<file path="src/rtl/freq_wave_detect.sv">
// Recovers the 2-bit frequency-select code from a running 10-bit phase stream
// by measuring the number of valid samples between phase wraps.
module freq_wave_detect (
  input  logic        clk,
  input  logic        rst,
  input  logic [9:0]  phase_in,
  input  logic        phase_valid,
  output logic [1:0]  freq_wave,
  output logic [9:0]  phase_step,
  output logic        locked,
  output logic [10:0] period_last,
  output logic        mismatch
);

  localparam int unsigned PhaseW = 10;
  localparam int unsigned CntW   = 11;
  localparam logic [CntW-1:0] CntMax = CntW'(2047);

  typedef enum logic [1:0] {
    ST_SYNC    = 2'd0,
    ST_MEASURE = 2'd1,
    ST_LOCKED  = 2'd2
  } state_e;

  state_e            state_q;
  logic [CntW-1:0]   cnt_q;
  logic [PhaseW-1:0] prev_phase_q;
  logic              prev_valid_q;
  logic [1:0]        cand_q;
  logic              cand_ok_q;
  logic [1:0]        freq_wave_q;
  logic [PhaseW-1:0] phase_step_q;
  logic              locked_q;
  logic [CntW-1:0]   period_last_q;
  logic              mismatch_q;

  logic              wrap_c;
  logic [1:0]        cls_c;
  logic              cls_ok_c;
  logic [PhaseW-1:0] step_dec_c;

  assign wrap_c = prev_valid_q && (phase_in < prev_phase_q);

  // Map a completed period length back to its select code.
  always_comb begin
    cls_c    = 2'b00;
    cls_ok_c = 1'b0;
    case (cnt_q)
      CntW'(1024): begin cls_c = 2'b00; cls_ok_c = 1'b1; end
      CntW'(512):  begin cls_c = 2'b01; cls_ok_c = 1'b1; end
      CntW'(256):  begin cls_c = 2'b10; cls_ok_c = 1'b1; end
      default:     begin cls_c = 2'b00; cls_ok_c = 1'b0; end
    endcase
  end

  always_comb begin
    step_dec_c = PhaseW'(1);
    case (freq_wave_q)
      2'b01:   step_dec_c = PhaseW'(2);
      2'b10:   step_dec_c = PhaseW'(4);
      default: step_dec_c = PhaseW'(1);
    endcase
  end

  always_ff @(posedge clk or posedge rst) begin
    if (rst) begin
      state_q       <= ST_SYNC;
      cnt_q         <= '0;
      prev_phase_q  <= '0;
      prev_valid_q  <= 1'b0;
      cand_q        <= 2'b00;
      cand_ok_q     <= 1'b0;
      freq_wave_q   <= 2'b00;
      phase_step_q  <= PhaseW'(1);
      locked_q      <= 1'b0;
      period_last_q <= '0;
      mismatch_q    <= 1'b0;
    end else begin
      mismatch_q   <= 1'b0;
      phase_step_q <= step_dec_c;
      if (phase_valid) begin
        prev_phase_q <= phase_in;
        prev_valid_q <= 1'b1;
        if (wrap_c) begin
          period_last_q <= cnt_q;
          cnt_q         <= CntW'(1);
          case (state_q)
            ST_SYNC: state_q <= ST_MEASURE;
            ST_MEASURE: begin
              if (cls_ok_c && cand_ok_q && (cls_c == cand_q)) begin
                state_q     <= ST_LOCKED;
                locked_q    <= 1'b1;
                freq_wave_q <= cls_c;
              end else begin
                cand_q    <= cls_c;
                cand_ok_q <= cls_ok_c;
              end
            end
            ST_LOCKED: begin
              if (!(cls_ok_c && (cls_c == freq_wave_q))) begin
                mismatch_q <= 1'b1;
                state_q    <= ST_MEASURE;
                locked_q   <= 1'b0;
                cand_q     <= cls_c;
                cand_ok_q  <= cls_ok_c;
              end
            end
            default: begin
              state_q  <= ST_SYNC;
              locked_q <= 1'b0;
            end
          endcase
        end else if (cnt_q == CntMax) begin
          // No wrap for a full counter range: the stream is stuck, start over.
          state_q   <= ST_SYNC;
          locked_q  <= 1'b0;
          cand_ok_q <= 1'b0;
          if (state_q == ST_LOCKED) mismatch_q <= 1'b1;
        end else begin
          cnt_q <= cnt_q + CntW'(1);
        end
      end
    end
  end

  assign freq_wave   = freq_wave_q;
  assign phase_step  = phase_step_q;
  assign locked      = locked_q;
  assign period_last = period_last_q;
  assign mismatch    = mismatch_q;

endmodule

</file>
<file path="config.mk">
export PLATFORM = sky130hd
export DESIGN_NAME = freq_wave_detect
export DESIGN_NICKNAME = d
export VERILOG_FILES = /design/src/rtl/freq_wave_detect.sv
export SDC_FILE = /design/constraint.sdc
export NUM_CORES = 1
export LEC_CHECK = 0
export BUFFER_PORTS_ARGS = -buffer_cell sky130_fd_sc_hd__buf_2
export CAP_MARGIN = 30
export CELL_PAD_IN_SITES_DETAIL_PLACEMENT = 1
export CELL_PAD_IN_SITES_GLOBAL_PLACEMENT = 2
export CORE_MARGIN = 4
export CORE_UTILIZATION = 39
export DETAILED_ROUTE_END_ITERATION = 8
export PLACE_DENSITY = 0.84
export SLEW_MARGIN = 40
export SYNTH_ARGS = -nofsm -noshare
export SYNTH_HDL_FRONTEND = slang
export SYNTH_SLANG_ARGS = --single-unit
</file>
<file path="constraint.sdc">
create_clock -name clk -period 4.1 [get_ports clk]
set_clock_uncertainty 0.05 [all_clocks]
set_input_delay 0 -clock clk [delete_from_list [all_inputs] [get_ports clk]]
set_output_delay 0 -clock clk [all_outputs]
set_load 0.01 [all_outputs]
</file>
==> impl_metrics.json, run 1 <==
{
  "outcome": "complete, no violations",
  "synth_warnings": 0,
  "max_freq_mhz": 405.8,
  "core_area_um2": 5956,
  "syn_area_per_cell_um2": 10.65,
  "clkSinkCount": 45,
  "grt_use_total": 0.1436,
  "detailroute.via_count": 1770,
  "io_buffer_count": 30,
  "synth_largest_type_area_fraction": 0.4574,
  "layout.core_utilization": 0.4697,
  "synth_enable_flop_cells": 0,
  "r2r_start": "cnt_q[0]",
  "ir_drop_mv": 0.1825,
  "floorplan.initialDensity": 0.4042,
  "die_width_um": 86.57,
  "maxSlewHeadroom": 0.6304,
  "sequential_element_share_of_the_synthesized_area": 0.4683,
  "hold_viol": 0,
  "clock_tree_root": "clkbuf_8",
  "fin_crit_ns": 2.464,
  "nNetsFinal": 291,
  "fin_area_um2": 2798,
  "critPathSlowestCell": "a311oi_2",
  "met2RoutedLength_um": 2454,
  "fraction_of_layout_cells_with_a_size_suffix_above_1": 0.2594,
  "worstHoldStart": "phase_valid",
  "route.detailed.wl_per_inst_um": 14.63,
  "dr_wl_met3_um": 186,
  "wl_um": 4989,
  "largest_net_degree_at_the_start_of_global_routing": 46,
  "clkTransAtPathRegs_ns": 0.08,
  "worst-setup-path-type": "flop to flop",
  "detail_route.wirelength.met1_um": 2299,
  "cts_tree": "yes",
  "cp-startpoint": "cnt_q[0]",
  "critPathRequiredTime_ns": 4.23,
  "timing.final.max_slew_violations": 0,
  "antenna_found_initial": 0,
  "n_antenna_cell": 0,
  "drtIter0Drc": 59,
  "ys_types": 45,
  "cellPowerDensity_nw_per_um2": 364.5,
  "remaining_drc_errors": 0,
  "synth-seq-cells": 45,
  "first_global_vias": 1724,
  "synthesis.area_um2": 2407,
  "grt_setup_unrepaired": "false",
  "setup_tns_ns": 0,
  "p_leak_nw": 1.342,
  "worst_skew_pair.late_latency_ns": 0.30,
  "critical_path_arrival_ns": 2.60,
  "die_height_um": 86.57,
  "slowest_delay_ns": 0.49,
  "clock_tree.htree_level_count": 2,
  "timing.critical_path.to_type": "flop",
  "cells_along_the_critical_path": "inv_1 > ha_1 > nor4b_2 > nand2_1 > a311oi_2 > o22ai_2 > mux2_4 > a22o_1",
  "crit_family": "compound AO/OA/AOI/OAI gates",
  "floorplan.io_pins": 38,
  "drv.max_cap_violation_count": 0,
  "vias_per_cell": 5.191,
  "timing.critical_path.from_type": "flop",
  "cts_max_path_buffers": 2,
  "grt_pass1_wl_um": 8480,
  "top_layer_used": "met4",
  "yosys_most_used_dff": "dfrtp_1",
  "timing.critical_path.buf_inv": 1,
  "routabilityCongestion": 0.6958,
  "syn_inst": 226,
  "global_route.overflow_total": 0,
  "endpoints_failing_setup": 0,
  "detail_route.first_pass.iterations": 4,
  "numCtsBuffers": 5,
  "dpl.hpwl_um": 3543,
  "syn2layout_area_growth_pct": 16.22,
  "rows": 28,
  "synth_async_sr_flop_share": 1.000,
  "critical_path.max_fanout": 4,
  "cell_types_with_the_largest_area_share_after_synthesis": "dfrtp_1 (46%), mux2_2 (7.5%), ha_1 (6.8%), o21ai_0 (2.9%), buf_4 (2.8%)",
  "area_enclosed_by_the_die_boundary_um2": 7494,
  "min-delay-path-class": "primary input to flop",
  "worst_slew_pin_slew_ns": 0.5544,
  "synth_largest_area_cell": "dfrtp_1",
  "fin_crit_sh": 0.6010,
  "postPlaceCellArea_um2": 2586,
  "postRouteAntennaNets": 0
}
==> cells in the final DEF (no fill, tap or decap), types with 4 or more instances in the layout <==
cell type / count
inv_1: 17
nand3_1: 8
nor2_1: 13
nand2b_1: 4
conb_1: 7
and3_1: 6
buf_2: 30
a21oi_1: 5
mux2_2: 16
nand2_1: 16
dfrtp_1: 44
dlygate4sd3_1: 11
clkbuf_8: 7
ha_1: 13
o21ai_0: 14
xnor2_1: 7
nor3_1: 5
==> cell families (layout without fill, tap and decap cells) <==
kind of cell	Yosys count	after routing	synth area share
and+or+nand+nor	66	66	0.1518
DFF	45	45	0.4683
AOI/OAI and AO/OA	43	43	0.1336
buffers and inverters	34	68	0.07068
muxes	17	17	0.08108
adders and majority gates	13	13	0.06757
xor gates and xnor gates	7	7	0.02547
other	1	7	0.001558
==> through the flow <==
stage                     hold WS (ns)  worst slack [ns]  std cells  power, mW
after detailed placement       0.06251             1.627        322     0.7235
final                           0.1126             1.636        341      1.020
after CTS                       0.1083             1.599        341      1.039
after floorplan                0.06684             2.007        232     0.6611
after global placement          0.1763             1.647        322     0.7176
after global routing            0.1371             1.434        341      1.090
==> flip-flops by register name, indices dropped and copies added, names as in the netlist <==
name	cells
cand_ok_q	1
cand_q	2
cnt_q	11
freq_wave	2
locked	1
mismatch	1
period_last	11
phase_step	3
prev_phase_q	10
prev_valid_q	1
state_q	2
==> worst register-to-register path: cells and delay by family, from the launching register on <==
| kind | cells | cell delay [ns] |
|---|---|---|
| fa+ha+maj | 1 | 0.15 |
| flops | 1 | 0.41 |
| simple gates | 2 | 0.49 |
| mux | 1 | 0.33 |
| buf+inv | 1 | 0.10 |
| compound gates | 3 | 0.83 |
==> path summary, 6_finish.rpt <==
path | slack (ns) | to | cells past startpoint
worst min register to register | 0.44 | prev_valid_q | 1
max in group asynchronous | 3.36 | period_last[0] | 3
worst max-delay path | 1.64 | cand_ok_q | 8
min in group asynchronous | 0.26 | period_last[9] | 3
worst min-delay path | 0.11 | prev_phase_q[3] | 3
worst max register to register | 1.64 | cand_ok_q | 8
==> routing by layer <==
layer  track usage  vias up
met5             0        -
met1        0.1931      880
met2        0.2337       29
met3       0.03232        4
li1              -      857
met4       0.03824        0
==> synthesized netlist by cell type (2+ instances only) <==
cell	n
clkbuf_1	5
a211oi_1	2
nor3b_1	2
a21oi_1	5
a22oi_1	2
inv_1	18
a32o_1	2
dfrtp_1	44
buf_4	9
ha_1	13
nand2b_1	4
and3_1	6
a31oi_1	2
a22o_1	3
nand2_1	16
nor4b_2	3
mux2_2	16
xnor2_1	7
nand3_1	8
nor2_1	13
nor3_1	6
nand4b_1	2
a32oi_1	2
o21ai_0	14
a31o_2	2
==> area by class of cell <==
type	instances	area (um2)
multi-input combinational	153	1137
tap	75	93.84
clock inverter	1	5.005
inverter	18	70.07
sequential	45	1127
timing repair buffer	42	267.8
clock buffer	7	96.34
fill	690	3158
==> power breakdown <==
group | switching, mW | total, mW | internal, mW | leakage, nW
registers | 0.0335 | 0.516 | 0.483 | 0.587
clock network | 0.149 | 0.301 | 0.153 | 0.0542
logic | 0.112 | 0.202 | 0.0908 | 0.700
==> timing repair <==
| action | 4_1_cts | 5_1_grt |
|---|---|---|
| hold buffers | 11 | 0 |
| buffers inserted | 0 | 0 |
| endpoints found under the hold margin | 54 | 0 |
| gates resized for setup | 0 | 0 |
(Power assumes the default switching activity.)
==> inputs of run 2 (changes only) <==
Settings changed: ABC_AREA set to 1, CORE_UTILIZATION 39 to 33, PLACE_DENSITY 0.84 to 0.78.
Clock period 4.1 ns to 2.27 ns, I/O delays scaled along.
==> run 2 against run 1 <==
  * Global-route usage down 0.26 points
  * Core utilization down 6.4 points
  * Flip-flop and latch count unchanged
  * Final area up 5.7%
  * Worst setup slack worse by 1.4 ns
  * Critical path depth up 4
  * Sequential share of layout area down 2.2 points
==> impl_metrics.json, run 2 <==
{
  "antenna_found_initial": 0,
  "most-common-layout-cells": "nand2_1 (73), dfrtp_1 (44), o21ai_0 (32)",
  "final_common_cell": "nand2_1",
  "synth-seq-cells": 45,
  "detailroute.via_count": 2085,
  "ir_drop_mv": 0.3622,
  "worst_skew_pair.late_latency_ns": 0.29,
  "wl_um": 5636,
  "first_global_vias": 2106,
  "setup_ws_ns": 0.2464,
  "cellPowerDensity_nw_per_um2": 693.3,
  "drv.max_cap_violation_count": 0,
  "rows": 31,
  "dpl.hpwl_um": 4138,
  "syn_area_per_cell_um2": 8.249,
  "global_route.overflow_total": 0,
  "clock_tree.htree_level_count": 2,
  "syn_inst": 302,
  "cts_max_path_buffers": 2,
  "cts_tree": "yes",
  "postRouteAntennaNets": 0,
  "max_freq_mhz": 494.2,
  "switching_share": 0.3127,
  "n_antenna_cell": 0,
  "fraction_of_layout_cells_with_a_size_suffix_above_1": 0.2126,
  "sequential_group_share_of_total_power": 0.451,
  "syn2layout_area_growth_pct": 18.73,
  "clkTransAtPathRegs_ns": 0.09,
  "synthesis.area_um2": 2491,
  "hold_viol": 0,
  "min-delay-path-class": "primary input to async pin",
  "drtIter0Drc": 98,
  "internal_power_summed_over_all_cells_mw": 1.409,
  "nNetsFinal": 373,
  "grt_use_total": 0.1410,
  "synth_largest_type_area_fraction": 0.4420,
  "filler_cells_inserted": 900,
  "critical_path_arrival_ns": 2.18,
  "numCtsBuffers": 5,
  "floorplan.io_pins": 38,
  "fin_crit_ns": 2.024,
  "cell_types_with_the_largest_area_share_after_synthesis": "dfrtp_1 (44%), nand2_1 (11%), ha_1 (6.5%), o21ai_0 (6.4%), inv_1 (4.8%)",
  "detail_route.first_pass.iterations": 4,
  "clock_tree_root": "clkbuf_8",
  "synth_largest_area_cell": "dfrtp_1",
  "vias_per_cell": 4.664,
  "timing.critical_path.to_type": "flop",
  "outcome": "complete, no violations",
  "io_buffer_count": 30,
  "grt_setup_unrepaired": "false",
  "timing.final.max_slew_violations": 0,
  "critPathSlowestCell": "dlygate4sd3_1",
  "endpoints_failing_setup": 0,
  "cells_along_the_critical_path": "dlygate4sd3_1 > buf_2 > ha_1 > nand2_1 > inv_1 > nand2_1 > nand2_1 > nand2_1 > nand3_4 > nor2_1 > nand4_1 > o21ai_0",
  "clkSinkCount": 45,
  "fin_area_um2": 2958,
  "worst-setup-path-type": "primary input to flop",
  "critPathRequiredTime_ns": 2.43,
  "synth_async_sr_flop_share": 1.000,
  "share_comb_of_total_power": 0.238,
  "grt_pass1_wl_um": 9977,
  "switch_pwr_mw": 0.6412,
  "area_enclosed_by_the_die_boundary_um2": 9003,
  "ranking_of_synthesized_cells_by_instance_count": "nand2_1 (73), dfrtp_1 (44), inv_1 (32), o21ai_0 (32), nor2_1 (18)",
  "synth_enable_flop_cells": 0,
  "setup_tns_ns": 0,
  "remaining_drc_errors": 0,
  "p_leak_nw": 1.501,
  "die_width_um": 94.89,
  "timing.critical_path.from_type": "primary input",
  "largest_net_degree_at_the_start_of_global_routing": 31,
  "ys_types": 33,
  "critical-path-top-cell-by-count": "nand2_1",
  "critical_path.max_fanout": 8,
  "post-place-ws_ns": 0.2099,
  "synth_warnings": 0,
  "timing.critical_path.buf_inv": 3,
  "route.detailed.wl_per_inst_um": 12.61,
  "power.share.clock": 0.311,
  "crit_family": "simple AND/OR/NAND/NOR gates",
  "core_area_um2": 7292,
  "slowest_delay_ns": 0.53,
  "die_height_um": 94.89,
  "fin_crit_sh": 0.8915,
  "sequential_element_share_of_the_synthesized_area": 0.4525,
  "synth_most_common_cell": "nand2_1",
  "yosys_most_used_dff": "dfrtp_1",
  "postPlaceCellArea_um2": 2719,
  "floorplan.initialDensity": 0.3416,
  "routabilityCongestion": 0.7455
}
[run 2: changes by cell type after synthesis, sizes merged, moves of 5 or more]
cell | previous run | this run
and3 | 6 | 0
o21ai | 14 | 36
nand4 | 1 | 11
nand3 | 8 | 13
mux2 | 17 | 0
nand2 | 16 | 82
a21oi | 5 | 11
nor2 | 13 | 26
xnor2 | 7 | 0
inv | 18 | 40
[run 2: cells by family after synthesis]
family,after synthesis,synth area share
AOI/OAI and AO/OA,51,0.1085
xor gates and xnor gates,2,0.007033
adders and majority gates,13,0.06530
buffers and inverters,54,0.09894
DFF,45,0.4525
other,1,0.001505
and+or+nand+nor,136,0.2662
[run 2: path summary, 6_finish.rpt]
path	slack [ns]	end	cells past startpoint	start
max in group asynchronous	1.23	phase_step[0]	4	rst
worst max register to register	0.25	freq_wave[0]	11	prev_phase_q[5]
worst max-delay path	0.25	freq_wave[0]	12	phase_in[5]
worst min-delay path	0.16	prev_phase_q[8]	3	rst
worst min register to register	0.42	locked	2	locked
min in group clk	0.41	prev_phase_q[8]	4	phase_in[8]
[run 2: layer usage]
layer | part of all wire | vias up | global-route usage
met5 | 0 | - | 0
met4 | 0.015 | 0 | 0.04327
met3 | 0.028 | 7 | 0.02470
met2 | 0.46 | 30 | 0.2325
met1 | 0.49 | 1000 | 0.1878
li1 | - | 1048 | -
[run 2: layout make-up]
type | count | area, um2 | area share
Timing Repair Buffer | 45 | 292.8 | 0.09898
Inverter | 41 | 157.7 | 0.05330
Clock inverter | 1 | 30.03 | 0.01015
Multi-Input combinational cell | 209 | 1140 | 0.3854
Clock buffer | 7 | 86.33 | 0.02919
Tap cell | 99 | 123.9 | 0.04188
Sequential cell | 45 | 1127 | 0.3811
[run 2: power groups by stage]
stage	sequential, mW	combinational [mW]	clock, mW
floorplan	0.947	0.343	0
CTS	0.926	0.500	0.668
global route	0.936	0.576	0.699
detailed placement	0.941	0.482	0
finish	0.925	0.488	0.638
global placement	0.938	0.472	0
[run 2: timing repair]
| action | CTS | global route |
|---|---|---|
| hold buffers | 12 | 0 |
| setup buffers | 0 | 0 |
| resized for setup | 0 | 2 |
| setup endpoints to repair | 0 | 7 |
| endpoints found under the hold margin | 26 | 0 |
[run 2: worst min-delay path, cell delays in order]
cell and delay [ns]:
dlygate4sd3_1 0.53, buf_2 0.12, inv_2 0.27
[run 2: stage by stage]
step	hold slack, ns	util	cells	total power, mW
global placement	-0.05296	0.3729	427	1.410
floorplan	0.06684	-	308	1.290
finish	0.1639	0.4056	447	2.051
CTS	0.1661	0.4053	447	2.095
global route	0.2091	0.4056	447	2.211
detailed placement	-0.05279	0.3729	427	1.423
==> inputs of run 3 (changes only) <==
Settings changed: CORE_UTILIZATION 33 to 36, PLACE_DENSITY 0.78 to 0.84.
Clock period 2.27 ns to 2.5 ns, I/O delays scaled along.
==> run 3 against run 2 <==
  * Critical path depth is the same
  * Routed wire length shrank 2.4%
  * Global-route usage grew 0.56 points
  * Clock-buffer cell count is the same
  * Die area shrank 7.6%
  * Sequential share of layout area grew 0.74 points
  * Cell count shrank 5.1%
  * Clock power shrank 8.8%
  * Combinational power shrank 11%
==> impl_metrics.json, run 3 (synthesis results as in run 2) <==
{
  "maxSlewHeadroom": 0.6273,
  "syn2layout_area_growth_pct": 16.47,
  "timing.final.max_slew_violations": 0,
  "max_freq_mhz": 472.4,
  "fin_crit_sh": 0.8468,
  "outcome": "complete, no violations",
  "routabilityCongestion": 0.7552,
  "reg2regPathDepth": 11,
  "worst-setup-path-type": "primary input to flop",
  "postCtsResizedCells": 0,
  "grt_pass1_wl_um": 10030,
  "filler_cells_inserted": 831,
  "timing.critical_path.from_type": "primary input",
  "route.detailed.wl_per_inst_um": 12.98,
  "wl_um": 5502,
  "clkTransAtPathRegs_ns": 0.09,
  "worst_slew_pin_slew_ns": 0.5590,
  "drv.max_cap_violation_count": 0,
  "grt_use_total": 0.1466,
  "grt_setup_unrepaired": "false",
  "final_common_cell": "nand2_1",
  "global_route.overflow_total": 0,
  "n_antenna_cell": 0,
  "min-delay-path-class": "primary input to flop",
  "floorplan.initialDensity": 0.3687,
  "p_leak_nw": 1.482,
  "largest_net_degree_at_the_start_of_global_routing": 46,
  "die_width_um": 91.19,
  "ir_drop_mv": 0.2428,
  "critical_path.max_fanout": 30,
  "rows": 30,
  "cellPowerDensity_nw_per_um2": 638.2,
  "postRouteAntennaNets": 0,
  "detailroute.via_count": 2006,
  "io_buffer_count": 30,
  "fin_crit_ns": 2.117,
  "place_inst": 405,
  "clock_tree.htree_level_count": 2,
  "power.total_mw": 1.852,
  "post-cts-setup-buffers": 0,
  "antenna_found_initial": 0,
  "hold_depth": 3,
  "numCtsBuffers": 5,
  "hold_viol": 0,
  "drtIter0Drc": 43,
  "vias_per_cell": 4.731,
  "number_of_buffers_inserted_by_hold_repair_at_cts": 11,
  "clkSinkCount": 45,
  "endpoints_failing_setup": 0,
  "area_enclosed_by_the_die_boundary_um2": 8315,
  "critPathRequiredTime_ns": 2.61,
  "remaining_drc_errors": 0,
  "whs_ns": 0.08310,
  "dpl.hpwl_um": 4030,
  "die_height_um": 91.19,
  "floorplan.io_pins": 38,
  "finish.cell_count_without_fillers": 424,
  "first_global_vias": 2146,
  "critical_path_arrival_ns": 2.23,
  "cts_tree": "yes",
  "core_area_um2": 6756,
  "fraction_of_layout_cells_with_a_size_suffix_above_1": 0.2064,
  "most-common-layout-cells": "nand2_1 (73), dfrtp_1 (44), o21ai_0 (32)",
  "cts_max_path_buffers": 2,
  "worst_skew_pair.late_latency_ns": 0.30,
  "timing.critical_path.to_type": "flop",
  "nNetsFinal": 369,
  "setup_tns_ns": 0,
  "detail_route.first_pass.iterations": 6,
  "clock_tree_root": "clkbuf_8"
}
==> run 3: layout make-up <==
class	instances	area [um2]	area share
clock buffers	7	86.33	0.02975
clock inverters	1	30.03	0.01035
inverters	41	157.7	0.05433
multi-input cells	209	1140	0.3928
flip-flops and latches	45	1127	0.3885
well taps	80	100.1	0.03450
repair buffers	41	260.3	0.08969
==> run 3: per-layer routing <==
metal,vias to the layer above,wire length [um],share of wire,track usage
li1,1037,-,-,-
met1,935,2677,0.49,0.1943
met2,29,2602,0.47,0.2459
met3,5,154,0.028,0.01988
met4,0,67,0.012,0.04899
met5,-,0,0,0
==> run 3: through the flow <==
step             util  setup slack [ns]  cell area [um2]
2_1_floorplan       -            0.7752             2514
3_3_place_gp   0.3956            0.4838             2673
3_5_place_dp   0.3959            0.4087             2675
4_1_cts        0.4294            0.3207             2902
5_1_grt        0.4294            0.1352             2902
6_report       0.4294            0.3831             2902
==> run 3: final timing paths <==
check	endpoint	slack (ns)	from
min in group asynchronous	cnt_q[4]	0.25	rst
setup / recovery	cnt_q[0]	0.38	phase_in[9]
setup reg to reg	cnt_q[0]	0.38	prev_phase_q[9]
hold / removal	prev_phase_q[1]	0.08	phase_valid
max in group asynchronous	phase_step[0]	1.76	rst
hold reg to reg	prev_valid_q	0.42	prev_valid_q
==> run 3: worst max-delay path, stage by stage <==
cell,delay (ns)
dlygate4sd3_1,0.53
buf_2,0.13
ha_1,0.28
nand2_1,0.07
nor2_1,0.14
nand3_1,0.15
nand3_4,0.15
nor2_4,0.06
inv_2,0.35
nand2_4,0.12
o21ai_0,0.11
o21ai_0,0.13
==> run 3: report_power, final <==
part / switching [mW] / leakage, nW / total [mW] / internal (mW)
clock network: 0.255 / 0.0585 / 0.582 / 0.326
logic: 0.281 / 0.832 / 0.432 / 0.151
registers: 0.0413 / 0.592 / 0.838 / 0.796
